--- src/rtl/ps2_key_tracker.sv ---
// PS/2 device-to-host receiver with E0/F0 prefix handling and per-lane key state.
// Frame bits advance on synchronised key_clk falling edges; decoded key state lags the accepted byte by one cycle.
module ps2_key_tracker #(
    parameter int                      NUM_KEYS    = 5,
    parameter logic [NUM_KEYS*8-1:0]   KEY_CODES   = {8'h5a, 8'h4b, 8'h42, 8'h1b, 8'h1c},
    parameter logic [NUM_KEYS-1:0]     KEY_EXT     = 5'b00000,
    parameter int                      TIMEOUT_CYC = 50000
) (
    input  logic                clk,
    input  logic                rst,
    input  logic                key_clk,
    input  logic                key_data,
    output logic [NUM_KEYS-1:0] key_down,
    output logic [NUM_KEYS-1:0] key_press,
    output logic [NUM_KEYS-1:0] key_release,
    output logic                code_valid,
    output logic [7:0]          code,
    output logic                frame_err
);

    localparam int            CW       = $clog2(TIMEOUT_CYC + 1);
    localparam logic [CW-1:0] TMO_LAST = CW'(TIMEOUT_CYC - 1);

    typedef enum logic [1:0] {S_IDLE, S_DATA, S_PARITY, S_STOP} state_t;

    logic [1:0]          kclk_sync_q, kclk_sync_d;
    logic [1:0]          kdat_sync_q, kdat_sync_d;
    state_t              state_q, state_d;
    logic [2:0]          bitcnt_q, bitcnt_d;
    logic [7:0]          shift_q, shift_d;
    logic                par_q, par_d;
    logic [CW-1:0]       tmo_q, tmo_d;
    logic [7:0]          code_q, code_d;
    logic                code_valid_q, code_valid_d;
    logic                frame_err_q, frame_err_d;
    logic                ext_q, ext_d;
    logic                brk_q, brk_d;
    logic [NUM_KEYS-1:0] key_down_q, key_down_d;
    logic [NUM_KEYS-1:0] key_press_q, key_press_d;
    logic [NUM_KEYS-1:0] key_release_q, key_release_d;

    logic fall;
    logic kbit;

    // Stage [0] is the newer sample, [1] the older one.
    assign kclk_sync_d = {kclk_sync_q[0], key_clk};
    assign kdat_sync_d = {kdat_sync_q[0], key_data};
    assign fall        = kclk_sync_q[1] & ~kclk_sync_q[0];
    assign kbit        = kdat_sync_q[1];

    always_comb begin
        state_d      = state_q;
        bitcnt_d     = bitcnt_q;
        shift_d      = shift_q;
        par_d        = par_q;
        tmo_d        = tmo_q;
        code_d       = code_q;
        code_valid_d = 1'b0;
        frame_err_d  = 1'b0;
        if (fall) begin
            tmo_d = '0;
            case (state_q)
                S_IDLE: begin
                    if (!kbit) begin
                        state_d  = S_DATA;
                        bitcnt_d = 3'd0;
                    end else begin
                        frame_err_d = 1'b1;
                    end
                end
                S_DATA: begin
                    shift_d  = {kbit, shift_q[7:1]};
                    bitcnt_d = bitcnt_q + 3'd1;
                    if (bitcnt_q == 3'd7) state_d = S_PARITY;
                end
                S_PARITY: begin
                    par_d   = kbit;
                    state_d = S_STOP;
                end
                S_STOP: begin
                    state_d = S_IDLE;
                    if (kbit && ((^shift_q) ^ par_q)) begin
                        code_d       = shift_q;
                        code_valid_d = 1'b1;
                    end else begin
                        frame_err_d = 1'b1;
                    end
                end
                default: state_d = S_IDLE;
            endcase
        end else if (state_q == S_IDLE) begin
            tmo_d = '0;
        end else if (tmo_q == TMO_LAST) begin
            state_d     = S_IDLE;
            frame_err_d = 1'b1;
            tmo_d       = '0;
        end else begin
            tmo_d = tmo_q + CW'(1);
        end
    end

    // Decode runs on the registered byte, so key outputs land one cycle after code_valid.
    always_comb begin
        key_down_d = key_down_q;
        ext_d      = ext_q;
        brk_d      = brk_q;
        if (code_valid_q) begin
            if (code_q == 8'hE0) begin
                ext_d = 1'b1;
            end else if (code_q == 8'hF0) begin
                brk_d = 1'b1;
            end else begin
                for (int i = 0; i < NUM_KEYS; i++) begin
                    if (code_q == KEY_CODES[8*i +: 8] && ext_q == KEY_EXT[i])
                        key_down_d[i] = ~brk_q;
                end
                ext_d = 1'b0;
                brk_d = 1'b0;
            end
        end
        if (frame_err_q) begin
            ext_d = 1'b0;
            brk_d = 1'b0;
        end
        key_press_d   = key_down_d & ~key_down_q;
        key_release_d = key_down_q & ~key_down_d;
    end

    always_ff @(posedge clk or negedge rst) begin
        if (!rst) begin
            kclk_sync_q   <= 2'b11;
            kdat_sync_q   <= 2'b11;
            state_q       <= S_IDLE;
            bitcnt_q      <= 3'd0;
            tmo_q         <= '0;
            code_q        <= 8'h00;
            code_valid_q  <= 1'b0;
            frame_err_q   <= 1'b0;
            ext_q         <= 1'b0;
            brk_q         <= 1'b0;
            key_down_q    <= '0;
            key_press_q   <= '0;
            key_release_q <= '0;
        end else begin
            kclk_sync_q   <= kclk_sync_d;
            kdat_sync_q   <= kdat_sync_d;
            state_q       <= state_d;
            bitcnt_q      <= bitcnt_d;
            tmo_q         <= tmo_d;
            code_q        <= code_d;
            code_valid_q  <= code_valid_d;
            frame_err_q   <= frame_err_d;
            ext_q         <= ext_d;
            brk_q         <= brk_d;
            key_down_q    <= key_down_d;
            key_press_q   <= key_press_d;
            key_release_q <= key_release_d;
        end
    end

    // Shift and parity holding registers carry data only and are always rewritten before use.
    always_ff @(posedge clk) begin
        shift_q <= shift_d;
        par_q   <= par_d;
    end

    assign key_down    = key_down_q;
    assign key_press   = key_press_q;
    assign key_release = key_release_q;
    assign code_valid  = code_valid_q;
    assign code        = code_q;
    assign frame_err   = frame_err_q;

endmodule

--- config.mk ---
export PLATFORM = sky130hd
export DESIGN_NAME = ps2_key_tracker
export DESIGN_NICKNAME = d
export VERILOG_FILES = /design/src/rtl/ps2_key_tracker.sv
export SDC_FILE = /design/constraint.sdc
export NUM_CORES = 1
export LEC_CHECK = 0
export ABC_AREA = 1
export CAP_MARGIN = 10
export CORE_UTILIZATION = 30
export DETAILED_ROUTE_END_ITERATION = 7
export HOLD_SLACK_MARGIN = 0.02
export PLACE_DENSITY = 0.52
export SLEW_MARGIN = 40
export SYNTH_ARGS = -nofsm -noshare
export SYNTH_HDL_FRONTEND = slang
export SYNTH_SLANG_ARGS = --single-unit
--- constraint.sdc ---
create_clock -name clk -period 4.35 [get_ports clk]
set_input_delay 0.87 -clock clk [delete_from_list [all_inputs] [get_ports clk]]
set_output_delay 0.87 -clock clk [all_outputs]
set_load 0.05 [all_outputs]
Word level (Yosys, flattened, before mapping)
Cells that the tools add are included.

Bits in latches: 0. ROM bits: 0. Input port bits: 4. Bits in writable memories: 0. Memories: 0. Output and inout port bits: 25. Word-level logic and storage cells: 97. Register bits: 61.

Bitwise operators: 9. Div/mod/pow operators: 0. Reduce and logical (&&, ||, !) cells: 18. $add $sub $neg: 2. Shift operators: 0. Mux-type cells: 36. Multiply operators: 0. Equality and inequality tests: 17. Order comparisons: 0.

Operator list (number): 16-bit two-way mux (3); 8-bit by 7-bit == test with 1-bit output (second input constant) (3); 1-bit two-way mux (21); 16-bit by 1-bit adder with 16-bit output (second input constant) (1); 16-bit == test (second input constant) (1); 8-bit by 5-bit == test with 1-bit output (second input constant) (2); 8-bit == test (second input constant) (2); 5-bit two-way mux (3); 5-bit bitwise AND (2); 2-bit two-way mux (5); 5-bit NOT (2); 2-bit one-hot mux with 4 select lines (1); 2-bit AND reduction (4); 8-bit XOR reduction (1); 1-bit logical AND (6); 2-bit != test (second input constant) (3); 3-bit != test (second input constant) (2); 3-bit one-hot mux with 2 select lines (1); 3-bit AND reduction (2); 2-bit nonzero test (3); 2-bit == test (second input constant) (2); 4-bit AND reduction (1); 3-bit by 1-bit adder with 3-bit output (second input constant) (1); 3-bit == test (second input constant) (1); 7 further kinds (9).

Depth between registers and ports, before layout
Depth after elaboration: 8. Depth in mapped cells: 13.

Least setup slack after synthesis
No wires, ideal clock.

Path type: register -> register. Start point: reg code_q[6], in the netlist code[6]. End point: reg key_press_q[2], in the netlist key_press[2]. Setup time: 0.114 ns. Data arrival time: 1.559 ns. Setup slack: 2.677 ns. Stages on the path, launching flop included: 11. Path through: dfrtp_1 -> inv_1 -> nor2_1 -> nand3_1 -> inv_1 -> nand4_1 -> or2_2 -> nand2_1 -> inv_1 -> nand2_1 -> inv_1.

Word-level cells in the longest chain between the ends: 7.

RTL lines: start: declaration (RTL line 33) `logic [7:0] code_q, code_d;`; start signal: assignment (RTL line 150) `code_q <= code_d;`; 8-bit by 7-bit == test with 1-bit output (RTL line 114) `if (code_q == KEY_CODES[8*i +: 8] && ext_q == KEY_EXT[i])`; 1-bit logical AND (RTL line 114); 1-bit two-way mux (RTL line 114); 5-bit two-way mux (RTL line 110) `end else if (code_q == 8'hF0) begin`; 5-bit two-way mux (*) (RTL line 108) `if (code_q == 8'hE0) begin`; 5-bit two-way mux (*) (RTL line 107) `if (code_valid_q) begin`; via key_down_d[2] (RTL line 38) `logic [NUM_KEYS-1:0] key_down_q, key_down_d;`; 5-bit bitwise AND (*) (RTL line 125) `key_press_d = key_down_d & ~key_down_q;`; via key_press_d[2] (RTL line 39) `logic [NUM_KEYS-1:0] key_press_q, key_press_d;`; end signal: assignment (RTL line 156) `key_press_q <= key_press_d;`; end: declaration (RTL line 39).

The timed path passes the listed nets; every way through them passes the cells marked *. A chain may end at the register's enable or synchronous reset.

Worst setup path in the final report
Start point: reg code_q[1], in the netlist code[1]. End point: out code[1].

RTL lines: end: declaration (RTL line 17) `output logic [7:0] code,`.

No word-level cell between the ends.

==> results list <==
* Top-count cell post-synth: sky130_fd_sc_hd__nand2_1
- The signal on the critical path passes through clkdlybuf4s50_1.
- The sequential cells in the finished layout cover a total of 0.00158 mm².
- For this run, the slowest stage of the critical path takes 840 ps.
- Before CTS, the worst setup slack after placement is 2250 ps.
- Timing would allow up to 401 MHz.
- Number of iterations in the first detailed-routing pass: 4
- Gate family responsible for the most delay along the worst path: buffers and inverters
* Antenna cell count: 0
* Setup-violating endpoint count in the final report: 0
- 29 I/O pins were placed.
- The commonest cells after synthesis are 82 x sky130_fd_sc_hd__nand2_1, 55 x sky130_fd_sc_hd__inv_1, 48 x sky130_fd_sc_hd__dfrtp_1, 31 x sky130_fd_sc_hd__nor2_1, 17 x sky130_fd_sc_hd__nand3_1.
- Area growth syn-to-layout: 22.0%
- Launching element of the worst setup path: code[1]
- Post-detailed-route count of antenna-violating nets: 0
- Final period util: 57.3%
- Number of warnings reported in the yosys synthesis log: 0
- TritonCTS clock tree: built
- FILL cells: 938
* Floorplan Core Area: 0.00928 mm²
- The largest total area in the synthesized netlist belongs to sky130_fd_sc_hd__dfrtp_1.
- Among all flip-flop cells after synthesis, the most frequent one is sky130_fd_sc_hd__dfrtp_1.
- Leading post-synthesis cells by cell area: sky130_fd_sc_hd__dfrtp_1 42%, sky130_fd_sc_hd__nand2_1 11%, sky130_fd_sc_hd__edfxtp_1 9.4%
* Port Buffer Count: 28
* Worst Setup End Kind: output port
* Worst flop-to-flop path startpoint: kclk_sync_q[1]
* Clock sink count: 61
- For this design the static power due to leakage is 1.69 nW.
- EDFF count, synth: 9
* Status: complete, no violations
- The worst hold path begins at kdat_sync_q[0].
- Counting distinct cell types in the post-synthesis netlist gives 32.
* DR vias: 2182
* Detailed Route Iter0 Violations: 76
- Clock latency reported for the late side of the worst-skew pair: between 300 and 400 ps
- Worst voltage drop across the vdd grid: 0.000117 V
- The worst setup path is launched from a flop.
- The clock passes through at most 2 buffers.
- CTS Buf Count: 9
- Power spread over the standard cell area amounts to around 400 mW/mm².
* Horizontal die dimension: 100 µm
* FFs w/ async S/R, synth: 85.2%
- At the end of routability-driven placement, the weighted congestion stood at 0.782.
- Of the synthesized area, sequential elements account for a little over half.
- Number of antenna violations at the first check in global routing: 0
- Setup total negative slack on the finished layout was measured at 0 ps.
* Pin count of the biggest net entering global routing: 53
- Data arrival time of the worst path: about 1600 ps
- Global-route wire length before repair: 9.41 mm
* Flip-flop and latch count after synthesis: 61
* Row Count: 35
- Remaining design rule violation count: 0
* Worst slew pin tran: 678 ps
* Largest fanout of any net on the critical path: 5
- The mapped netlist covers 0.00289 mm².
* Global-route usage over all layers: between 10% and 20%
- Worst slew slack as a fraction of its limit: between 50 and 60%
- The number of hold buffers added after CTS was 0.
- The worst path meets setup with 1860 ps of slack.
- Via count of the first global-routing pass: 2095
- Max Slew Vio Count: 0
* Multi-input gate area: 0.00109 mm²
- The initial utilization of the core area, before any placement, comes to 31.1%.
- Kind of critical path: flop to output port
- Hold Vio Cnt, Final: 0
* Worst min-delay path category: flop to flop
- Synthesis produced 328 cells.
* Clock period minus final worst setup slack: ~2500 ps
- Clock slew at the register clock pins of the worst setup and hold paths: 70 ps
- Register-to-Register Setup Slack: 2600 ps
* Cell with the largest stage delay on the worst path: sky130_fd_sc_hd__clkdlybuf4s50_1
* H-Tree Depth: 3
- Post-Route Skew: 10.1 ps
- The net count of the finished layout is 378.
- Root buffer cell: sky130_fd_sc_hd__clkbuf_8
* Detailed-placement wirelength estimate: 4.00 mm
- Once the clock tree was built, the resizer swapped 0 gates to a different size.
- Synthesized area per cell: 8.80 µm²
* Die Area: 0.0100 mm²
- Ratio of cells with drive above 1 in the final layout: 10.8%
* Net count of the mapped netlist: 340
- The total overflow left after global routing is 0.
- Required time at the endpoint of the critical path: between 3000 and 4000 ps
* Vertical die dimension: between 100 and 150 µm
- Routed len/inst: 11.1 µm
- After synthesis, the largest area contributor takes up approximately two fifths of total cell area.
- Number of setup buffers added after CTS: 0
* Crit path buf inv count: 1
- RSZ-0062 raised after global routing: no
- Max-capacitance violation count: 0
- In the routed layout, each cell is associated on average with a via count of 4.36.
- Wire length after detailed routing: 5.54 mm
layout make-up:
| cell class | instances | share of cell area, % |
|---|---|---|
| flip-flops and latches | 61 | 44.8 |
| well taps | 129 | 4.58 |
| inverters | 57 | 6.07 |
| repair buffers | 29 | 8.03 |
| multi-input cells | 208 | 30.8 |
| clock inverters | 4 | 1.31 |
| clock buffers | 12 | 4.40 |
per-stage QoR:
step	hold WS (ps)	cell area (µm²)	total power, mW	util, %	cells
2_1_floorplan	345	2890	0.823	-	328
3_3_place_gp	346	3320	0.892	35.8	484
3_5_place_dp	348	3320	0.896	35.8	484
4_1_cts	358	3520	1.42	37.9	500
5_1_grt	359	3520	1.48	37.9	500
6_report	357	3520	1.40	37.9	500
layout by cell type (no fill, tap or decap), types with 5 or more instances in the layout:
cell | Yosys | layout
sky130_fd_sc_hd__clkdlybuf4s50_1 | 0 | 27
sky130_fd_sc_hd__o21ai_1 | 5 | 5
sky130_fd_sc_hd__o21ai_0 | 13 | 13
sky130_fd_sc_hd__nor2_1 | 31 | 31
sky130_fd_sc_hd__nand3_1 | 17 | 17
sky130_fd_sc_hd__inv_1 | 55 | 55
sky130_fd_sc_hd__nor3_1 | 7 | 7
sky130_fd_sc_hd__nand2_1 | 82 | 82
sky130_fd_sc_hd__edfxtp_1 | 9 | 9
sky130_fd_sc_hd__dfrtp_1 | 48 | 48
sky130_fd_sc_hd__clkbuf_8 | 0 | 11
sky130_fd_sc_hd__ha_1 | 8 | 8
sky130_fd_sc_hd__a21oi_1 | 9 | 9
flip-flops by register name (all words and copies together) (netlist names):
| signal | cells |
|---|---|
| bitcnt_q | 3 |
| brk_q | 1 |
| code | 8 |
| code_valid | 1 |
| ext_q | 1 |
| frame_err | 1 |
| kclk_sync_q | 2 |
| kdat_sync_q | 2 |
| key_down | 5 |
| key_press | 5 |
| key_release | 5 |
| par_q | 1 |
| shift_q | 8 |
| state_q | 2 |
| tmo_q | 16 |
where the power goes:
group	internal (mW)	leakage (nW)	total (mW)	switching (mW)
sequential	0.622	0.787	0.660	0.0376
combinational	0.0717	0.792	0.221	0.150
clock	0.295	0.107	0.516	0.221
total	0.989	1.69	1.40	0.409
worst paths after layout:
| path | to | cells past startpoint |
|---|---|---|
| worst max register to register | code[2] | 8 |
| worst min-delay path | kdat_sync_q[1] | 0 |
| max in group asynchronous | tmo_q[7] | 2 |
| worst max-delay path | code[1] | 1 |
| worst min register to register | kdat_sync_q[1] | 0 |
| min in group asynchronous | key_down[1] | 2 |
cell families (layout without fill, tap and decap cells):
| logic type | Yosys count | after routing | synth area share [%] |
|---|---|---|---|
| XOR/XNOR | 5 | 5 | 1.52 |
| adder cells (fa/ha/maj) | 8 | 8 | 3.47 |
| buffers and inverters | 59 | 102 | 7.80 |
| AND/OR/NAND/NOR | 163 | 163 | 26.7 |
| flip-flops | 61 | 61 | 54.6 |
| AO/OA/AOI/OAI | 32 | 32 | 5.89 |
routing by layer:
metal,wire length [µm],vias up,GRT usage [%],share of wire (%)
met5,0,-,0,0
met4,140,0,8.47,2.5
met3,235,13,3.20,4.2
met2,2660,41,20.3,48
met1,2500,1016,14.1,45
li1,-,1112,-,-
No activity file was read; power rests on OpenSTA's default activity.
